`src/rtl/dmem_arb_pkg.sv`:
```
// ============================================================================
// dmem_arb_pkg : shared types and default sizes for the data-memory arbiter
// Revision     : 1.0
// ============================================================================
`default_nettype none

package dmem_arb_pkg;

    localparam int unsigned ADDR_W_DEF       = 10;
    localparam int unsigned DATA_W_DEF       = 32;
    localparam int unsigned STARVE_LIMIT_DEF = 4;

    typedef enum logic {
        REQ_CPU = 1'b0,
        REQ_DBG = 1'b1
    } req_id_e;

    typedef enum logic {
        PRI_CPU = 1'b0,
        PRI_DBG = 1'b1
    } pri_e;

endpackage

`default_nettype wire

```
`src/rtl/dmem_arb_starve.sv`:
```
// ============================================================================
// dmem_arb_starve : saturating count of cycles the debug port was refused
// Revision        : 1.0
// ============================================================================
`default_nettype none

module dmem_arb_starve
    import dmem_arb_pkg::*;
#(
    parameter int unsigned STARVE_LIMIT = STARVE_LIMIT_DEF
) (
    input  logic clock_i,
    input  logic reset_ni,
    input  logic dbg_req_i,
    input  logic dbg_gnt_i,
    output logic limit_hit_o
);

    logic [3:0] count_q;
    logic [3:0] count_d;

    always_comb begin
        count_d = count_q;
        if (!dbg_req_i || dbg_gnt_i) begin
            count_d = 4'd0;
        end else if (count_q != 4'hF) begin
            count_d = count_q + 4'd1;
        end
    end

    // Fires on the edge that moves the count onto the limit.
    assign limit_hit_o = (count_d == 4'(STARVE_LIMIT));

    always_ff @(posedge clock_i or negedge reset_ni) begin
        if (!reset_ni) begin
            count_q <= 4'd0;
        end else begin
            count_q <= count_d;
        end
    end

endmodule

`default_nettype wire

```
`src/rtl/dmem_arbiter.sv`:
```
// ============================================================================
// dmem_arbiter : two-port (CPU / debug) arbiter onto one synchronous data RAM
// Revision     : 1.0
// ============================================================================
`default_nettype none

module dmem_arbiter
    import dmem_arb_pkg::*;
#(
    parameter int unsigned ADDR_W       = ADDR_W_DEF,
    parameter int unsigned DATA_W       = DATA_W_DEF,
    parameter int unsigned STARVE_LIMIT = STARVE_LIMIT_DEF
) (
    input  logic              clock,
    input  logic              reset_n,
    input  logic              cpu_req,
    input  logic              cpu_we,
    input  logic [ADDR_W-1:0] cpu_addr,
    input  logic [DATA_W-1:0] cpu_wdata,
    output logic              cpu_gnt,
    output logic              cpu_rvalid,
    output logic [DATA_W-1:0] cpu_rdata,
    input  logic              dbg_req,
    input  logic              dbg_we,
    input  logic [ADDR_W-1:0] dbg_addr,
    input  logic [DATA_W-1:0] dbg_wdata,
    output logic              dbg_gnt,
    output logic              dbg_rvalid,
    output logic [DATA_W-1:0] dbg_rdata,
    input  logic              dbg_hold,
    output logic              mem_en,
    output logic              mem_we,
    output logic [ADDR_W-1:0] mem_addr,
    output logic [DATA_W-1:0] mem_wdata,
    input  logic [DATA_W-1:0] mem_rdata
);

    pri_e              pri_q, pri_d;
    logic              rd_pend_q, rd_pend_d;
    req_id_e           rd_id_q, rd_id_d;
    logic [DATA_W-1:0] cpu_rdata_q;
    logic [DATA_W-1:0] dbg_rdata_q;
    logic              starve_hit;

    dmem_arb_starve #(
        .STARVE_LIMIT (STARVE_LIMIT)
    ) u_starve (
        .clock_i     (clock),
        .reset_ni    (reset_n),
        .dbg_req_i   (dbg_req),
        .dbg_gnt_i   (dbg_gnt),
        .limit_hit_o (starve_hit)
    );

    // Grants are suppressed while reset is asserted so nothing reaches memory.
    always_comb begin
        cpu_gnt = 1'b0;
        dbg_gnt = 1'b0;
        if (reset_n) begin
            if (dbg_hold) begin
                dbg_gnt = dbg_req;
            end else if (cpu_req && dbg_req) begin
                if (pri_q == PRI_DBG) begin
                    dbg_gnt = 1'b1;
                end else begin
                    cpu_gnt = 1'b1;
                end
            end else begin
                cpu_gnt = cpu_req;
                dbg_gnt = dbg_req;
            end
        end
    end

    assign mem_en    = cpu_gnt | dbg_gnt;
    assign mem_we    = dbg_gnt ? dbg_we    : (cpu_gnt & cpu_we);
    assign mem_addr  = dbg_gnt ? dbg_addr  : cpu_addr;
    assign mem_wdata = dbg_gnt ? dbg_wdata : cpu_wdata;

    always_comb begin
        pri_d = pri_q;
        if (dbg_gnt) begin
            pri_d = PRI_CPU;
        end else if (starve_hit) begin
            pri_d = PRI_DBG;
        end
    end

    // Remember who owns the read in flight; the other port may be granted next.
    assign rd_pend_d = mem_en & ~mem_we;
    assign rd_id_d   = dbg_gnt ? REQ_DBG : REQ_CPU;

    assign cpu_rvalid = rd_pend_q && (rd_id_q == REQ_CPU);
    assign dbg_rvalid = rd_pend_q && (rd_id_q == REQ_DBG);
    assign cpu_rdata  = cpu_rvalid ? mem_rdata : cpu_rdata_q;
    assign dbg_rdata  = dbg_rvalid ? mem_rdata : dbg_rdata_q;

    always_ff @(posedge clock or negedge reset_n) begin
        if (!reset_n) begin
            pri_q       <= PRI_CPU;
            rd_pend_q   <= 1'b0;
            rd_id_q     <= REQ_CPU;
            cpu_rdata_q <= '0;
            dbg_rdata_q <= '0;
        end else begin
            pri_q     <= pri_d;
            rd_pend_q <= rd_pend_d;
            rd_id_q   <= rd_id_d;
            if (cpu_rvalid) begin
                cpu_rdata_q <= mem_rdata;
            end
            if (dbg_rvalid) begin
                dbg_rdata_q <= mem_rdata;
            end
        end
    end

endmodule

`default_nettype wire

```
`config.mk`:
```
export PLATFORM = sky130hd
export DESIGN_NAME = dmem_arbiter
export DESIGN_NICKNAME = d
export VERILOG_FILES = /design/src/rtl/dmem_arb_pkg.sv /design/src/rtl/dmem_arb_starve.sv /design/src/rtl/dmem_arbiter.sv
export SDC_FILE = /design/constraint.sdc
export NUM_CORES = 1
export LEC_CHECK = 0
export CAP_MARGIN = 20
export CORE_ASPECT_RATIO = 1.1
export CORE_MARGIN = 5
export CORE_UTILIZATION = 38
export CTS_CLUSTER_SIZE = 20
export DETAILED_ROUTE_END_ITERATION = 8
export GPL_TIMING_DRIVEN = 0
export PLACE_DENSITY = 0.87
export SYNTH_ARGS = -nofsm -noshare
export SYNTH_HDL_FRONTEND = slang
export SYNTH_SLANG_ARGS = --single-unit
```
`constraint.sdc`:
```
create_clock -name clock -period 3.6 [get_ports clock]
set_clock_uncertainty 0.2 [all_clocks]
set_input_delay 0.54 -clock clock [delete_from_list [all_inputs] [get_ports clock]]
set_output_delay 0.54 -clock clock [all_outputs]
set_load 0.02 [all_outputs]
```
Word-level counts from Yosys, hierarchy flattened
Index checks and enable logic that the tools add are counted.
Storage, ports and cells
  flip-flop bits (word level): 71
  input port bits: 123
  output and inout bits: 112
Cells by class
  add/sub/neg operators: 1
  equality and inequality tests: 2
  mux-type cells: 18
  bitwise gates (word level): 5
  reduce and logical (&&, ||, !) cells: 6
Operators with widths (number)
  $mux 32: 3
  $mux 1: 12
  $mux 10: 1
  $mux 4: 2
  $add 4x1->4 const B: 1
  $eq 4x3->1 const B: 1
  $ne 4x4->1 const B: 1
  $logic_and 1x1->1: 3
  $and 1x1->1: 2
  $not 1->1: 2
  $reduce_bool 2->1: 1
  $logic_not 1->1: 1
  $logic_or 1x1->1: 1
  $or 1x1->1: 1

Longest topological paths before layout
  word-level depth: 9
  gate-level depth with buffers: 5
  depth with buffers taken out: 5

By module
Synthesis repeated with hierarchy kept, for this count alone.
Second synthesis, totals
  cells, all modules: 227
  area, all modules: 3477.1 µm²
By module, submodules not included
  dmem_arbiter: times used 1, cells each 199, area an instance 3215.6 µm²
  dmem_arb_starve: times used 1, cells each 28, area an instance 261.5 µm²

Worst setup path before layout
No wires, ideal clock.
  path kind: input-to-output
  start: in dbg_hold
  end: out mem_wdata[24]
  data arrival time: 1656 ps
  required time: 2860 ps
  slack: 1204 ps
  cell stages on the path: 4
  path buffers: 1
  cells stage by stage: or3b_4 > nand3_4 > buf_8 > mux2_1
On the way
  longest elaborated chain between the ends: 3
RTL lines
  start: declaration: line dmem_arbiter.sv:30  | input logic dbg_hold,
  $mux 1: line dmem_arbiter.sv:60  | if (dbg_hold) begin
  $mux 1: line dmem_arbiter.sv:59  | if (reset_n) begin
  $mux 32: line dmem_arbiter.sv:78  | assign mem_wdata = dbg_gnt ? dbg_wdata : cpu_wdata;
  end: declaration: line dmem_arbiter.sv:34  | output logic [DATA_W-1:0] mem_wdata,
Every way passes these cells.

Worst setup path after layout
  start: in cpu_req
  end: out mem_wdata[25]
On the way
  longest elaborated chain between the ends: 5
RTL lines
  start: declaration: line dmem_arbiter.sv:16  | input logic cpu_req,
  $logic_and 1x1->1: line dmem_arbiter.sv:62  | end else if (cpu_req && dbg_req) begin
  $mux 1: line dmem_arbiter.sv:62
  $mux 1: line dmem_arbiter.sv:60
  $mux 1: line dmem_arbiter.sv:59
  $mux 32: line dmem_arbiter.sv:78
Every way passes these cells.

==> results.cfg <==
[cts]
cts.sinks = 71
root_buffer = clkbuf_8
clk_pin_slew_worst_paths_ns = 0.08
clock_latency_ns = 0.33
cts_tree = yes
cts_buffers = 9
clockBufferDepth = 2
htree_levels = 3
cts_hold_buffers = 0
cts_setup_buffers = 0

[logic_synthesis]
synth.area.top_cells = dfrtp_1 (54%), mux2_2 (35%), buf_8 (1.8%), mux2i_1 (1.2%), mux2_1 (1.0%)
synthArstFlopShare_pct = 100
synth_edf_count = 0
synthTopCellsByCount = mux2_2 (103), dfrtp_1 (71), buf_2 (6)
syn_inst = 222
synth_top_area_share_pct = 54.1
ys_types = 23
synth_nets = 346
synth.avg_cell_area_um2 = 14.8
yosysSeqAreaShare_pct = 54.1
synth_area_leader_cell = dfrtp_1
synth_seq_cells = 71
yosysWarnings = 0
netlist_area_mm2 = 0.00329
synth-main-ff-cell = dfrtp_1
yosysMostFrequentCell = mux2_2

[worst_setup_path]
required_ns = 2.86
crit_type = primary input to output pin
critPathCaptureType = output pin
startpoint_type = primary input
crit_fanout = 10
critPathArrivalTime_ns = 2.73

[floorplan]
io_pins = 235
fp.dieH_um = 108
dieArea_mm2 = 0.0106
core_mm2 = 0.00841
initial_utilization_pct = 39.1
rows = 35
die_w_um = 98.7

[power_and_ir_drop]
swShare_pct = 30.6
p_clk_share_pct = 23.9
p_sw_uw = 921
p_total_mw = 3.01
combPwrFrac_pct = 41.9
ir_drop_mv = 0.216
p_leak_nw = 2.49
p_int_mw = 2.09
powerDensity_mw_per_mm2 = 502
seqPwrFrac_pct = 34.2

[drt]
drt-total-wl_um = 11300
wl_met1_um = 3850
drt-pass1-iter-count = 4
wl_per_cell_um = 19.4
drt_first_iter_violations = 67
antenna_left = 0
wl_met3_um = 1100
drc = 0
vias = 2756
dr_wl_met2_um = 6190
post_drt_via_cell_ratio = 4.73
highest_layer = met4

[sta]
finalSetupViolCount = 0
max_freq_mhz = 289
period_share_pct = 96.3
fin_crit_ns = 3.47
hold_viol = 0
max_slew_margin_pct = 55.6
tightest_slew_ns = 0.666
final_max_slew_viol_count = 0
setup_ws_ns = 0.135
grt_setup_unrepaired = no
setup-tns-final_ns = 0

[grt]
grt_pass1_wl_um = 17000
grt_pass1_vias = 3140
grt-ovfl-total = 0
grtUsageTotal_pct = 21.1
antenna_found_initial = 0
grt_max_degree = 77

[layout]
fillers = 612
area_delta_synth_final_pct = 82.6
drive_above_1_share_pct = 28.0
num_antenna_cells = 0
multiInputGateArea_mm2 = 0.00140
final_nets = 591
regArea_mm2 = 0.00178

[placement]
dp_hpwl_um = 9260
io_buffers = 234
pre_cts_slack_ns = 0.0279
place_congestion = 0.869

[min_path]
hold_path.class = primary input to asynchronous set/reset pin

[job]
drv_cap = 0

[run_status]
status = finished, final reports clean
critical path, cell delays in order:
cell and delay, ns:
clkdlybuf4s50_1 0.46, or3b_4 0.41, nand3_4 0.19, buf_8 0.17
mux2_1 0.34, clkdlybuf4s50_1 0.61
layout by cell type (no fill, tap or decap):
cell,netlist,layout
clkdlybuf4s50_1,0,233
mux2_2,103,103
dfrtp_1,71,71
clkbuf_8,0,11
buf_2,6,6
nand2_1,5,5
nor2_1,5,5
mux2i_1,4,4
inv_1,4,4
buf_8,4,4
mux2_1,3,3
nand3_1,2,2
o21ai_0,2,2
nor2b_1,2,2
clkbuf_1,1,2
bufinv_16,0,2
or3b_4,1,1
nand2b_1,1,1
xnor2_1,1,1
and3b_1,1,1
a211oi_2,1,1
nand3_4,1,1
a21oi_1,1,1
and2_1,1,1
a41oi_1,1,1
ha_1,1,1
inv_6,0,1
clkinvlp_4,0,1
buf_6,0,1
layout make-up:
cell class	instances	share of cell area, %
tap	111	2.31
buffer	11	1.56
timing repair buffer	234	39.1
clock inverter	4	1.27
inverter	4	0.250
clock buffer	12	2.59
sequential	71	29.6
multi-input combinational	136	23.4
cells by family (layout without fill, tap and decap cells):
kind of cell	Yosys count	in the layout	synth area share [%]
multiplexers	110	110	37.5
flip-flops	71	71	54.1
AND/OR/NAND/NOR	19	19	3.35
buffers and inverters	15	265	3.31
AO/OA/AOI/OAI	5	5	1.10
adder cells (fa/ha/maj)	1	1	0.381
XOR/XNOR	1	1	0.267
per-stage QoR:
stage / utilization, % / hold slack, ns / instance area, µm² / std cells
3_3_place_gp: 68.6 / 0.277 / 5770 / 567
6_report: 71.4 / 0.0265 / 6000 / 583
2_1_floorplan: - / 0.0444 / 3290 / 222
5_1_grt: 71.4 / 0.0743 / 6000 / 583
4_1_cts: 71.3 / 0.158 / 6000 / 583
3_5_place_dp: 68.6 / 0.283 / 5770 / 567
flip-flops by register name, summed over array words and instances (netlist names):
| register | count |
|---|---|
| cpu_rdata_q | 32 |
| dbg_rdata_q | 32 |
| pri_q | 1 |
| rd_id_q | 1 |
| rd_pend_q | 1 |
| u_starve.count_q | 4 |
power by group through the flow:
stage	clock (mW)	combinational, mW	sequential (mW)
after floorplan	0	0.609	1.03
after global placement	0	1.25	1.03
after detailed placement	0	1.27	1.05
after CTS	0.743	1.28	1.03
after global routing	0.775	1.33	1.05
final	0.719	1.26	1.03
what timing repair did:
item                       CTS  global route
setup endpoints to repair    0            39
hold endpoints to repair     0             0
resized for setup            0             1
routing by layer:
layer	global-route usage [%]	up-vias
li1	-	1283
met1	21.5	1319
met2	40.2	141
met3	7.52	13
met4	5.85	0
met5	0	-
final timing paths:
| kind | cells past startpoint | from | end | slack (ns) |
|---|---|---|---|---|
| max | 6 | cpu_req | mem_wdata[25] | 0.13 |
| min | 1 | reset_n | cpu_rdata_q[26] | 0.03 |
| max reg2reg | 4 | rd_pend_q | cpu_rdata_q[20] | 1.79 |
| min reg2reg | 1 | dbg_rdata_q[30] | dbg_rdata_q[30] | 0.30 |
| max in group asynchronous | 1 | reset_n | u_starve.count_q[2] | 2.73 |
| min in group clock | 1 | dbg_rdata_q[30] | dbg_rdata_q[30] | 0.30 |
No activity file was read; power rests on OpenSTA's default activity.
